**src/rtl/req_ack_arbiter.sv**
```systemverilog
// req_ack_arbiter
//   Round-robin arbiter that shares one valid/ready output channel among
//   NUM_REQ requesters. Each requester uses a 4-phase req/ack handshake.
//   The winner's data is captured and presented downstream. The requester
//   is acknowledged after the word is accepted. A stall watchdog pulses
//   timeout_err when the downstream holds off for TIMEOUT cycles.
//
// Ports
//   clk, rst_n   : rising-edge clock, synchronous active-low reset
//   req          : per-requester request level
//   req_data     : requester i data at [i*DATA_W +: DATA_W], stable while req[i]
//   ack          : per-requester acknowledge level (at most one bit high)
//   out_valid    : downstream valid, held until out_ready
//   out_ready    : downstream ready
//   out_data     : captured data of the granted requester
//   out_src      : index of the granted requester
//   busy         : high whenever a transfer is in flight (SEND or ACK)
//   timeout_err  : one-cycle pulse on stall timeout
module req_ack_arbiter #(
  parameter int unsigned NUM_REQ = 4,
  parameter int unsigned DATA_W  = 8,
  parameter int unsigned TIMEOUT = 8
) (
  input  logic                        clk,
  input  logic                        rst_n,
  input  logic [NUM_REQ-1:0]          req,
  input  logic [NUM_REQ*DATA_W-1:0]   req_data,
  output logic [NUM_REQ-1:0]          ack,
  output logic                        out_valid,
  input  logic                        out_ready,
  output logic [DATA_W-1:0]           out_data,
  output logic [$clog2(NUM_REQ)-1:0]  out_src,
  output logic                        busy,
  output logic                        timeout_err
);

  localparam int unsigned SRC_W = $clog2(NUM_REQ);
  localparam int unsigned CNT_W = $clog2(TIMEOUT + 1);

  typedef enum logic [1:0] {
    IDLE = 2'd0,
    SEND = 2'd1,
    ACK  = 2'd2
  } state_t;

  state_t              state_q;
  logic [SRC_W-1:0]    ptr_q;
  logic [SRC_W-1:0]    src_q;
  logic [DATA_W-1:0]   data_q;
  logic                valid_q;
  logic [NUM_REQ-1:0]  ack_q;
  logic                busy_q;
  logic                tmo_q;
  logic [CNT_W-1:0]    cnt_q;

  logic                sel_found;
  logic [SRC_W-1:0]    sel_idx;
  logic [DATA_W-1:0]   sel_data;
  logic [SRC_W-1:0]    cand;

  // Round-robin pick: first set request searching upward from ptr_q+1 with wrap.
  always_comb begin
    sel_found = 1'b0;
    sel_idx   = '0;
    sel_data  = '0;
    cand      = '0;
    for (int unsigned k = 1; k <= NUM_REQ; k++) begin
      cand = SRC_W'((32'(ptr_q) + k) % NUM_REQ);
      if (!sel_found && req[cand]) begin
        sel_found = 1'b1;
        sel_idx   = cand;
        sel_data  = req_data[32'(cand)*DATA_W +: DATA_W];
      end
    end
  end

  // Transfer FSM with registered outputs and stall watchdog.
  always_ff @(posedge clk) begin
    if (!rst_n) begin
      state_q <= IDLE;
      ptr_q   <= SRC_W'(NUM_REQ - 1);
      src_q   <= '0;
      data_q  <= '0;
      valid_q <= 1'b0;
      ack_q   <= '0;
      busy_q  <= 1'b0;
      tmo_q   <= 1'b0;
      cnt_q   <= '0;
    end else begin
      tmo_q <= 1'b0;
      unique case (state_q)
        IDLE: begin
          if (sel_found) begin
            data_q  <= sel_data;
            src_q   <= sel_idx;
            ptr_q   <= sel_idx;
            valid_q <= 1'b1;
            busy_q  <= 1'b1;
            cnt_q   <= '0;
            state_q <= SEND;
          end
        end
        SEND: begin
          if (out_ready) begin
            valid_q <= 1'b0;
            ack_q   <= NUM_REQ'(1) << src_q;
            state_q <= ACK;
          end else if (cnt_q != CNT_W'(TIMEOUT)) begin
            // Counter saturates, so the pulse fires once per stalled transfer.
            cnt_q <= cnt_q + CNT_W'(1);
            if (cnt_q == CNT_W'(TIMEOUT - 1)) begin
              tmo_q <= 1'b1;
            end
          end
        end
        ACK: begin
          if (!req[src_q]) begin
            ack_q   <= '0;
            busy_q  <= 1'b0;
            state_q <= IDLE;
          end
        end
        default: begin
          valid_q <= 1'b0;
          ack_q   <= '0;
          busy_q  <= 1'b0;
          state_q <= IDLE;
        end
      endcase
    end
  end

  assign ack         = ack_q;
  assign out_valid   = valid_q;
  assign out_data    = data_q;
  assign out_src     = src_q;
  assign busy        = busy_q;
  assign timeout_err = tmo_q;

endmodule
```
**config.mk**
```make
export PLATFORM = sky130hd
export DESIGN_NAME = req_ack_arbiter
export DESIGN_NICKNAME = d
export VERILOG_FILES = /design/src/rtl/req_ack_arbiter.sv
export SDC_FILE = /design/constraint.sdc
export NUM_CORES = 1
export LEC_CHECK = 0
export ABC_AREA = 1
export CORE_MARGIN = 5
export CORE_UTILIZATION = 42
export DETAILED_ROUTE_END_ITERATION = 10
export PLACE_DENSITY = 0.76
export SLEW_MARGIN = 20
export SYNTH_ARGS = -nofsm -noshare
export SYNTH_HDL_FRONTEND = slang
export SYNTH_SLANG_ARGS = --single-unit
```
**constraint.sdc**
```tcl
create_clock -name clk -period 1.5 [get_ports clk]
set_input_delay 0.3 -clock clk [delete_from_list [all_inputs] [get_ports clk]]
set_output_delay 0.3 -clock clk [all_outputs]
set_load 0.03 [all_outputs]
```
# == After elaboration in Yosys (flattened, before gate mapping) ==
# Cells that the tools add are included.
# op_classes
add_sub_neg,5
n_mul,0
div,0
n_lt_le_gt_ge,5
n_eq_ne,9
shift,5
mux,39
bitwise_logic,5
reduce_logical,15
# op_table
cell,n
variable part select 32 x 6 -> 8 bit,4
two-way mux 8 bit,4
two-way mux 4 bit,5
< comparator 2 x 3 -> 1 bit (second input constant),5
two-way mux 2 bit,7
two-way mux 1 bit,13
case mux 4 bit (3 select lines),1
AND reduction 3 bit,4
binary-select mux 1 bit (select 2 bit),5
!= test 2 bit (second input constant),5
case mux 4 bit (2 select lines),1
case mux 1 bit (3 select lines),2
case mux 2 bit (3 select lines),1
NOT 1 bit,5
adder 2 x 1 -> 2 bit (second input constant),2
adder 2 bit (second input constant),2
adder 4 x 1 -> 4 bit (second input constant),1
equality test 4 x 3 -> 1 bit (second input constant),1
!= test 4 bit (second input constant),1
AND reduction 4 bit,1
OR reduction 4 bit,1
<< shifter 1 x 2 -> 4 bit (first input constant),1
logical AND 1 bit,3
zero test 1 bit,3
5 further kinds,5
# totals
register_bits,25
latch_bits,0
mem_bits_rw,0
rom_bits,0
inputBits,39
elab_cells,92
mem_count,0

# == Logic depth before layout (Yosys ltp) ==
# logic_depth
depth_word,15
depth_mapped,15

# == Worst setup path after synthesis ==
# OpenSTA, ideal clock, no wires.
# synth_path
path_kind,register to register
from,register ptr_q[0]
to,register cnt_q[2]
setup_time_ns,0.115
t_arrival_ns,1.450
t_required_ns,1.385
slack_ns,-0.065
path_stages_with_launch,14
n_path_buf,2
period_less_slack_ns,1.565
cell_sequence,dfxtp_1 buf_6 inv_2 buf_6 nand2_1 nand2_1 nand2_1 nand2_4 nor2_8 nand3_2 nand2_4 nand2_1 a21oi_1 nor2_1
# synth_via
elab_chain_cells,15
elab_cells_between_ends,24
cone_classes,add/sub (4); eq/ne (1); mux (12); reduce/logical (7)
# synth_lines
element,line,text
from (decl),47,logic [SRC_W-1:0] ptr_q;
from (signal assigned),81,ptr_q <= SRC_W'(NUM_REQ - 1);
from (signal assigned),96,ptr_q <= sel_idx;
adder 2 x 1 -> 2 bit,68,cand = SRC_W'((32'(ptr_q) + k) % NUM_REQ);
binary-select mux 1 bit (select 2 bit),69,if (!sel_found && req[cand]) begin
two-way mux 1 bit (not written as such),69,
two-way mux 1 bit,69,
zero test 1 bit,69,
logical AND 1 bit,69,
two-way mux 1 bit,69,
zero test 1 bit,69,
logical AND 1 bit,69,
two-way mux 1 bit,69,
zero test 1 bit,69,
logical AND 1 bit,69,
two-way mux 1 bit *,69,
!= test 2 bit (no line) *,n/a,
AND reduction 4 bit (no line) *,n/a,
to (signal assigned),110,cnt_q <= cnt_q + CNT_W'(1);
to (decl),54,logic [CNT_W-1:0] cnt_q;
# Every way passes the cells marked *; elsewhere a longest branch is shown, timed or not. The select of a mux whose other input is x is not followed.
# A chain may end at the register's enable or synchronous reset.

# == Worst setup path in the final report ==
# layout_path
from,register ptr_q[0]
to,"register data_q[2], in the netlist out_data[2]"
# layout_via
elab_chain_cells,14
elab_cells_between_ends,31
cone_classes,add/sub (4); shift (4); mux (16); reduce/logical (7)
# layout_lines
element,line,text
adder 2 x 1 -> 2 bit,68,
binary-select mux 1 bit (select 2 bit),69,
two-way mux 1 bit (not written as such),69,
two-way mux 1 bit,69,
zero test 1 bit,69,
logical AND 1 bit,69,
two-way mux 1 bit,69,
zero test 1 bit,69,
logical AND 1 bit,69,
two-way mux 1 bit,69,
zero test 1 bit,69,
logical AND 1 bit,69,
two-way mux 1 bit,69,
AND reduction 2 bit (no line),n/a,
to (signal assigned),94,data_q <= sel_data;
to (decl),49,logic [DATA_W-1:0] data_q;
# Several ways; a longest one is shown, not always the timed one. The select of a mux whose other input is x is not followed.

==> metrics.md <==
| Metric | Value |
|---|---|
| Run status | finished with violations |
| Failing checks | negative setup slack |
| Number of global-route vias before repair | 2713 |
| First-pass iteration count of the detailed router | 4 |
| Worst slack, placed | -0.5067 ns |
| Worst setup slack after layout | -0.1898 ns |
| Via count | 2985 |
| Synth Net Count | 469 |
| Sw Ratio | 52.93% |
| Max Fclk | 0.5918 GHz |
| Clock Sinks | 25 |
| Largest area contributor in the netlist | nand2_1 |
| Die width | 84.74 um |
| Final core occ | 64.15% |
| Largest net degree at the start of global routing | 29 |
| Number of CTS-inserted buffers | 3 |
| Int Pwr | 3.270 mW |
| Hold Vio Cnt, Final | 0 |
| Hold Path Class | reg2reg |
| Worst Path Max Fanout | 5 |
| Post-synth EDFFs | 0 |
| Post-route insts no fill | 586 |
| Clock Latency Late Sink | 0.26 ns |
| Clock power share | 5.7% |
| DRT antenna net count | 0 |
| Antenna cells | 0 |
| Nets@finish | 556 |
| Die Outline Area | 7180 um2 |
| Syn avg cell area | 5.481 um2 |
| Slew @ Worst Pin | 0.4070 ns |
| DP Wirelength | 5129 um |
| Number of max-cap violations | 0 |
| Setup crit start kind | register |
| DR iter-0 viols | 124 |
| Worst EP required | 1.70 ns |
| Tot GR Track Use | 18.97% |
| Gr ovfl total | 0 |
| Top FF cell, synth | dfxtp_1 |
| Routed Wire Length | 7378 um |
| CP Capture Type | register |
| Synth-to-layout area growth | 49.65% |
| Port Buffers | 55 |
| Synth cell types | 31 |
| WL/cell | 12.59 um |
| Antenna violations before repair | 0 |
| Die Y | 84.74 um |
| Final count of negative-setup-slack endpoints | 19 |
| RSZ-0062 raised after global routing | yes |
| Leak pwr | 1.742 nW |
| Min Tclk post-route | 1.690 ns |
| Global-route wire length before repair | 11450 um |
| Initial core utilization | 42.87% |
| Crit path kind | reg2reg |
| Avg Vias per Cell | 5.094 |
| Most frequent cell after synthesis | nand2_1 |
| Yosys reg bits | 25 |
| VDD IR-drop max | 0.8576 mV |
| R2R Setup Slk | -0.19 ns |
| Post-Synthesis Cell Area | 2346 um2 |
| Logic pwr share | 80.4% |
| Fraction of layout cells with a size suffix above 1 | 21.21% |
| WP data arrival | 1.89 ns |
| NetSw | 3.678 mW |
| CTS tree | built |
| Rel. slew slack | 72.69% |
| Worst Skew | 0.001492 ns |
| Sequential power share | 13.9% |
| Yosys top cell area share | 29.76% |
| Synth top area cells | nand2_1, dfxtp_1, o21ai_0 |
| Setup_tns | -2.282 ns |
| Core area | 5473 um2 |
| Clock root buffer | clkbuf_8 |
| Site row count | 27 |
| Slew Viols, Final | 0 |
| Num ports | 56 |
| Placer Congestion | 0.8673 |
| Max Buffers Root-to-Sink | 2 |
| CTS clock-pin slew for the worst setup and hold paths | 0.08 ns |
| Final Cycle Share | 112.7% |
| DR DRC count | 0 |
| Cells after Synth | 428 |
| Placed instance count | 566 |
| Top cells by count, synth | nand2_1, o21ai_0, inv_1 |
| FFs w/ async S/R, synth | 0% |
| Synth Warn # | 0 |
| Pwr dens | 1979 nW/um2 |
| # H-tree levels | 1 |
| Hold Slack | 0.4574 ns |
| Sequential area share after synthesis | 21.33% |
[sequential cells by signal, indices dropped and copies added, names as in the netlist]
register and cells:
busy 1, state_q 2, ptr_q 2, out_valid 1, cnt_q 4, out_data 8, timeout_err 1, out_src 2
ack 4
[metal layers]
metal  share of wire [%]  up-vias  global-route usage (%)  wire [um]
met4                 1.6        0                   4.173        118
met1                  41     1348                   22.07       3003
li1                    -     1538                       -          -
met3                 5.2       12                   2.748        384
met2                  52       87                   36.23       3872
met5                   0        -                       0          0
[timing repair]
| item | CTS | global route |
|---|---|---|
| buffers inserted | 9 | 5 |
| endpoints found under the setup margin | 39 | 23 |
| gates resized for setup | 63 | 19 |
| cloned | 1 | 1 |
| hold buffers | 0 | 0 |
| pin swaps | 15 | 9 |
[critical path, cell delays in order, from the launching register on]
cell and delay, ns:
dfxtp_4 0.38, buf_6 0.13, nand2_4 0.06, nand2_4 0.08
buf_4 0.14, nand2_2 0.08, o21ai_4 0.09, nand3_4 0.12
nand2_8 0.08, buf_6 0.15, nor2_2 0.11, nand2_1 0.07
a21oi_1 0.13
[area by class of cell]
class / count / area (um2)
repair buffers: 102 / 925.9
inverters: 38 / 155.1
clock buffers: 4 / 45.04
multi-input cells: 345 / 1787
flip-flops and latches: 25 / 508.0
well taps: 72 / 90.09
fillers: 518 / 1962
[cells in the final DEF (no fill, tap or decap), drive strengths merged, types with 2 or more instances in the layout]
master / count
nand4: 5
nor2: 31
clkdlybuf4s50: 34
o21ai: 49
a21oi: 25
dlygate4sd2: 20
nand2: 196
nand3: 33
dfxtp: 25
buf: 48
clkbuf: 4
inv: 37
ha: 2
[stage by stage]
stage                     power (mW)  instance area (um2)
final                          6.949                 3511
after global routing           7.517                 3511
after floorplan                4.076                 2366
after detailed placement       5.382                 3132
after global placement         5.301                 3132
after CTS                      6.421                 3396
[path summary, 6_finish.rpt]
kind,start,to,cells past startpoint
max,ptr_q[0],out_data[2],12
min,out_data[6],out_data[6],2
max reg2reg,ptr_q[0],out_data[2],12
min reg2reg,out_data[6],out_data[6],2
[power by group through the flow]
stage / combinational [mW] / sequential [mW] / clock [mW]
after global routing: 6.09 / 0.984 / 0.439
after global placement: 4.35 / 0.950 / 0
final: 5.58 / 0.969 / 0.396
after floorplan: 2.96 / 1.11 / 0
after detailed placement: 4.43 / 0.951 / 0
after CTS: 5.05 / 0.969 / 0.407
[logic make-up (layout without fill, tap and decap cells)]
group / count (synthesis) / count (layout) / share of synthesized area (%)
and+or+nand+nor: 264 / 266 / 48.43
DFF: 25 / 25 / 21.33
adders and majority gates: 2 / 2 / 1.066
xor gates and xnor gates: 1 / 1 / 0.3734
AOI/OAI and AO/OA: 76 / 76 / 17.39
buffers and inverters: 60 / 144 / 11.41
(Power assumes the default switching activity.)
